## src/rtl/dm_arb_defs.sv

```systemverilog
// Shared definitions for the data-memory arbiter: FSM state and owner
// encodings plus default address/data widths.
package dm_arb_defs;

  typedef enum logic {
    ST_IDLE   = 1'b0,
    ST_ACCESS = 1'b1
  } state_e;

  localparam logic OWN_M0 = 1'b0;
  localparam logic OWN_M1 = 1'b1;

  localparam int ADDR_W_DEF = 10;
  localparam int DATA_W_DEF = 32;

endpackage

```

## src/rtl/rr_pick2.sv

```systemverilog
// Two-way combinational picker. Round-robin on the last winner by default;
// DM_ARB_FIXED_PRIO_EN selects fixed priority with requester 0 always first.
module rr_pick2 (
  input  logic [1:0] req,
  input  logic       last,
  output logic       win,
  output logic       valid
);
  import dm_arb_defs::*;

`ifdef DM_ARB_FIXED_PRIO_EN
  logic unused_last;
  assign unused_last = last;
`endif

  // Choose the winner from the current requests
  always_comb begin
    valid = |req;
`ifdef DM_ARB_FIXED_PRIO_EN
    win = req[0] ? OWN_M0 : OWN_M1;
`else
    if (req == 2'b11) begin
      win = ~last;
    end else begin
      win = req[0] ? OWN_M0 : OWN_M1;
    end
`endif
  end

endmodule

```

## src/rtl/dm_arbiter.sv

```systemverilog
// Two-port arbiter in front of the single-ported data memory.
// One access per two cycles: IDLE arbitrates and latches, ACCESS drives the
// memory, read data is registered back to the owner on leaving ACCESS.
// Build option: DM_ARB_FIXED_PRIO_EN gives m0 fixed priority over m1.
module dm_arbiter
  import dm_arb_defs::*;
#(
  parameter int ADDR_W = ADDR_W_DEF,
  parameter int DATA_W = DATA_W_DEF
) (
  input  logic              clk,
  input  logic              reset_n,
  input  logic              m0_req,
  input  logic              m0_we,
  input  logic [ADDR_W-1:0] m0_addr,
  input  logic [DATA_W-1:0] m0_wdata,
  output logic              m0_gnt,
  output logic              m0_rvalid,
  output logic [DATA_W-1:0] m0_rdata,
  input  logic              m1_req,
  input  logic              m1_we,
  input  logic [ADDR_W-1:0] m1_addr,
  input  logic [DATA_W-1:0] m1_wdata,
  output logic              m1_gnt,
  output logic              m1_rvalid,
  output logic [DATA_W-1:0] m1_rdata,
  output logic [ADDR_W-1:0] mem_addr,
  output logic [DATA_W-1:0] mem_din,
  output logic              mem_we,
  input  logic [DATA_W-1:0] mem_dout
);

  state_e              state_q, state_d;
  logic                owner_q, owner_d;
  logic                we_q, we_d;
  logic [ADDR_W-1:0]   addr_q, addr_d;
  logic [DATA_W-1:0]   wdata_q, wdata_d;
  logic                m0_gnt_q, m0_gnt_d, m1_gnt_q, m1_gnt_d;
  logic                mem_we_q, mem_we_d;
  logic                m0_rvalid_q, m0_rvalid_d, m1_rvalid_q, m1_rvalid_d;
  logic [DATA_W-1:0]   m0_rdata_q, m0_rdata_d, m1_rdata_q, m1_rdata_d;
  logic                last_q, last_d;
  logic                pick_win, pick_valid;

  rr_pick2 u_pick (
    .req   ({m1_req, m0_req}),
    .last  (last_q),
    .win   (pick_win),
    .valid (pick_valid)
  );

  // Next-state, latch and response logic for the IDLE/ACCESS sequence
  always_comb begin
    state_d     = state_q;
    owner_d     = owner_q;
    we_d        = we_q;
    addr_d      = addr_q;
    wdata_d     = wdata_q;
    last_d      = last_q;
    m0_gnt_d    = 1'b0;
    m1_gnt_d    = 1'b0;
    mem_we_d    = 1'b0;
    m0_rvalid_d = 1'b0;
    m1_rvalid_d = 1'b0;
    m0_rdata_d  = m0_rdata_q;
    m1_rdata_d  = m1_rdata_q;
    case (state_q)
      ST_IDLE: begin
        if (pick_valid) begin
          state_d = ST_ACCESS;
          owner_d = pick_win;
          if (pick_win == OWN_M1) begin
            we_d     = m1_we;
            addr_d   = m1_addr;
            wdata_d  = m1_wdata;
            m1_gnt_d = 1'b1;
          end else begin
            we_d     = m0_we;
            addr_d   = m0_addr;
            wdata_d  = m0_wdata;
            m0_gnt_d = 1'b1;
          end
          mem_we_d = we_d;
`ifndef DM_ARB_FIXED_PRIO_EN
          last_d = pick_win;
`endif
        end
      end
      ST_ACCESS: begin
        state_d = ST_IDLE;
        if (!we_q) begin
          if (owner_q == OWN_M1) begin
            m1_rvalid_d = 1'b1;
            m1_rdata_d  = mem_dout;
          end else begin
            m0_rvalid_d = 1'b1;
            m0_rdata_d  = mem_dout;
          end
        end
      end
      default: state_d = ST_IDLE;
    endcase
  end

  // State and registered outputs; reset abandons any in-flight access
  always_ff @(posedge clk or negedge reset_n) begin
    if (!reset_n) begin
      state_q     <= ST_IDLE;
      owner_q     <= OWN_M0;
      we_q        <= 1'b0;
      addr_q      <= '0;
      wdata_q     <= '0;
      last_q      <= OWN_M1;
      m0_gnt_q    <= 1'b0;
      m1_gnt_q    <= 1'b0;
      mem_we_q    <= 1'b0;
      m0_rvalid_q <= 1'b0;
      m1_rvalid_q <= 1'b0;
      m0_rdata_q  <= '0;
      m1_rdata_q  <= '0;
    end else begin
      state_q     <= state_d;
      owner_q     <= owner_d;
      we_q        <= we_d;
      addr_q      <= addr_d;
      wdata_q     <= wdata_d;
      last_q      <= last_d;
      m0_gnt_q    <= m0_gnt_d;
      m1_gnt_q    <= m1_gnt_d;
      mem_we_q    <= mem_we_d;
      m0_rvalid_q <= m0_rvalid_d;
      m1_rvalid_q <= m1_rvalid_d;
      m0_rdata_q  <= m0_rdata_d;
      m1_rdata_q  <= m1_rdata_d;
    end
  end

  assign m0_gnt    = m0_gnt_q;
  assign m1_gnt    = m1_gnt_q;
  assign m0_rvalid = m0_rvalid_q;
  assign m1_rvalid = m1_rvalid_q;
  assign m0_rdata  = m0_rdata_q;
  assign m1_rdata  = m1_rdata_q;
  assign mem_addr  = addr_q;
  assign mem_din   = wdata_q;
  assign mem_we    = mem_we_q;

endmodule

```

## config.mk

```make
export PLATFORM = sky130hd
export DESIGN_NAME = dm_arbiter
export DESIGN_NICKNAME = d
export VERILOG_FILES = /design/src/rtl/dm_arb_defs.sv /design/src/rtl/rr_pick2.sv /design/src/rtl/dm_arbiter.sv
export SDC_FILE = /design/constraint.sdc
export NUM_CORES = 1
export LEC_CHECK = 0
export ABC_AREA = 1
export CORE_MARGIN = 1
export CORE_UTILIZATION = 41
export CTS_CLUSTER_SIZE = 24
export DETAILED_ROUTE_END_ITERATION = 8
export PLACE_DENSITY = 0.89
export SETUP_SLACK_MARGIN = 0.4
export SLEW_MARGIN = 10
export SYNTH_ARGS = -nofsm -noshare
export SYNTH_HDL_FRONTEND = slang
export SYNTH_HIERARCHICAL = 1
export SYNTH_SLANG_ARGS = --single-unit
```

## constraint.sdc

```tcl
create_clock -name clk -period 1.7 [get_ports clk]
set_clock_uncertainty 0.15 [all_clocks]
set_input_delay 0.51 -clock clk [delete_from_list [all_inputs] [get_ports clk]]
set_output_delay 0.51 -clock clk [all_outputs]
set_load 0.02 [all_outputs]
```

==> results of run 1 <==
[worst paths after layout]
check,end,slack (ps),cells after the start
hold / removal,mem_addr[1],350,2
setup / recovery,mem_din[26],-100,10
max in group asynchronous,owner_q,490,3
hold reg to reg,mem_addr[1],350,2
setup reg to reg,mem_din[26],-100,10
min in group asynchronous,m0_rdata[0],370,2
[cell type report]
| cell class | count | area (um2) |
|---|---|---|
| multi-input cells | 464 | 2700 |
| repair buffers | 364 | 4060 |
| clock inverters | 15 | 255 |
| flip-flops and latches | 115 | 2880 |
| well taps | 143 | 179 |
| fillers | 440 | 1070 |
| clock buffers | 17 | 425 |
| inverters | 9 | 46.3 |
[cell usage after synthesis]
cell type | n | share of area
nor2_1 | 1 | 0.00075
nor2_2 | 1 | 0.0013
buf_2 | 30 | 0.030
inv_1 | 7 | 0.0053
nand2_2 | 1 | 0.0013
nand4_1 | 32 | 0.040
or2_1 | 1 | 0.0013
nand2_1 | 394 | 0.30
dfstp_2 | 1 | 0.0053
buf_4 | 1 | 0.0015
nor2_4 | 1 | 0.0023
nand3_1 | 33 | 0.033
inv_2 | 1 | 0.00075
dfrtp_1 | 114 | 0.57
clkbuf_1 | 9 | 0.0068
clkinv_1 | 1 | 0.00075
[stage by stage]
| step | setup TNS, ps | cell area, um2 | power, mW | hold slack (ps) |
|---|---|---|---|---|
| 3_3_place_gp | -11500 | 7620 | 9.51 | 281 |
| 2_1_floorplan | 0 | 5080 | 6.81 | 64.4 |
| 6_report | -187 | 10500 | 17.6 | 352 |
| 4_1_cts | 0 | 9260 | 15.0 | 347 |
| 5_1_grt | -637 | 10500 | 18.1 | 368 |
| 3_5_place_dp | -13280 | 7620 | 9.66 | 281 |
[power by group through the flow]
stage	registers [mW]	clock network (mW)	logic (mW)
after floorplan	5.49	0	1.32
after global placement	4.30	0	5.22
after detailed placement	4.34	0	5.33
after CTS	4.49	4.14	6.40
after global routing	4.84	4.36	8.90
final	4.81	4.22	8.61
[cells in the final DEF (no fill, tap or decap)]
cell             netlist  routed
buf_12                 0      16
buf_16                 0      10
buf_4                  1      84
buf_6                  0     120
buf_8                  0       6
bufbuf_16              0       1
bufinv_16              0       6
clkbuf_16              0      23
clkdlybuf4s50_1        0     118
clkinv_2               0       1
clkinv_4               0       7
clkinv_8               0       1
dfrtp_1              114     112
dfrtp_2                0       2
dfstp_2                1       1
dlygate4sd2_1          0       2
dlygate4sd3_1          0       1
inv_1                  7       4
inv_2                  1       4
inv_6                  0       1
nand2_1              394     214
nand2_2                1     112
nand2_4                0      69
nand3_1               33      32
nand3_4                0       1
nand4_1               32      32
nor2_4                 1       3
or2_4                  0       1
[worst reg2reg max path: cells and delay by family, from the launching register on]
kind | cells | cell delay [ps]
AND/OR/NAND/NOR | 6 | 490
flip-flops | 1 | 550
buffers and inverters | 4 | 560
[timing repair]
action,in CTS,in global routing
hold endpoints to repair,18,0
setup endpoints to repair,171,235
pin swaps,37,57
gates cloned,10,8
buffers inserted,39,46
hold buffers,1,0
gates resized for setup,729,232
[registers in the layout, indices dropped and copies added (netlist names)]
name,cells
m1_rdata,32
m0_gnt,1
m1_rvalid,1
state_q,1
m1_gnt,1
mem_we,1
mem_addr,10
owner_q,1
last_q,1
m0_rdata,32
m0_rvalid,1
we_q,1
mem_din,32
[metal layers]
metal / vias up / global-route usage
li1: 2654 / -
met1: 3108 / 0.357
met2: 625 / 0.558
met3: 164 / 0.0880
met4: 0 / 0.149
met5: - / 0
[cell families (layout without fill, tap and decap cells)]
| group | after synthesis | after routing | share of synthesized area |
|---|---|---|---|
| buffers and inverters | 49 | 405 | 0.0452 |
| DFF | 115 | 115 | 0.578 |
| and+or+nand+nor | 464 | 464 | 0.377 |
==> impl_metrics.yaml, run 1 <==
detailed_routing:
  drt_iter0_drc: 818
  wl_um: 26500
  drt_pass1_iterations: 9
  post_drt_wl_per_cell_um: 23.5
  vias: 6551
  routed.top_layer: "met4"
  wirelength_met1_um: 8540
  drcViolationCount: 17
  ant_nets: 0
  wl_met3_um: 3060
  via_per_inst: 5.81
  wl_met2_um: 13200
timing:
  hold_viol: 0
  timing.final.setup_violations: 7
  post-route-period-util: 1.06
  final.min_clock_period_ps: 1800
  worstMarginPinSlew_ps: 280
  slew_violations: 0
  slew_headroom: 0.813
  max_freq_ghz: 0.555
  rsz0062_at_grt: "yes"
  finalWorstSetupSlack_ps: -102
logic_synthesis:
  yosys_warnings: 6
  ys_ff_latch: 115
  ys_types: 16
  syn_area_um2: 4980
  ys_seq_area_frac: 0.578
  synthCells: 628
  synth_area_per_cell_um2: 7.93
  synthesis.nets: 750
setup_path:
  cpMostUsedCell: "nand2_1"
  crit_family: "buffers and inverters"
  crit_start: "last_q"
  criticalPathCategory: "reg -> reg"
  cp_max_fo: 6
  worstPathCellList: "inv_2 -> nand2_4 -> nand2_4 -> buf_6 -> clkinv_8 -> bufbuf_16 -> nand2_1 -> nand2_1 -> nand2_1 -> nand2_1"
  crit_buf_inv: 4
  crit_path_top_delay_cell: "dfstp_2"
  cp.required_ps: 1900
  r2r-start: "last_q"
  cp-start-kind: "flop"
  end_kind: "flop"
  cp_slowest_stage_delay_ps: 550
  worst_ep_arrival_time_ps: 2000
power_and_ir_drop:
  peakVddDrop_uv: 762
  seqPwrFrac: 0.273
  leakage_nw: 5.40
  switchingPower_mw: 6.79
  clkPwrFrac: 0.239
  p_sw_frac: 0.385
  power_frac_comb: 0.488
  power_density_nw_per_um2: 1670
  p_int_mw: 10.8
layout:
  post-route-util: 0.908
  stdcell_count: 1127
  fin_nets: 1093
  drive_gt1_frac: 0.477
  syn2layout_area_growth_pct: 112
  insertedDiodeCount: 0
global_route:
  first_global_vias: 5823
  grt_pass1_wl_um: 30500
  grt_use_total: 0.317
  grt_max_degree: 43
  grt_antenna_before_repair: 0
  grt_overflow: 0
placed_design:
  post-place-ws_ps: -316
  io_buffers: 232
  gp_congestion: 0.845
  place_inst: 991
  dp_hpwl_um: 10900
cts:
  max-clock-path-buffers: 2
  cts_buffers: 17
  tritoncts: "yes"
  clk_latency_ps: 410
  cts.clk_slew.worst_paths_ps: 60
  clock-sinks: 115
  htreeDepth: 4
  cts-root-buf: "clkbuf_16"
die:
  row_count: 39
  io_pins: 233
  die_area_um2: 12600
  die_w_um: 112
  initial_core_util: 0.429
  die-height_um: 112
  core_um2: 11600
outcome:
  status: "complete, but fails checks"
  violations: "design-rule violations, negative setup slack"
job:
  cap_violations: 0
hold_path:
  hold_path_class: "reg -> reg"
  hp-start: "mem_addr[1]"
Power figures use the tool's default switching activity.
==> run 2: changes to the inputs <==
CTS_CLUSTER_DIAMETER = 120   (was not set)
SLEW_MARGIN = 20   (was 10)
==> results of run 2 <==
No change in the layout: final DEF, timing and power equal those of run 1.
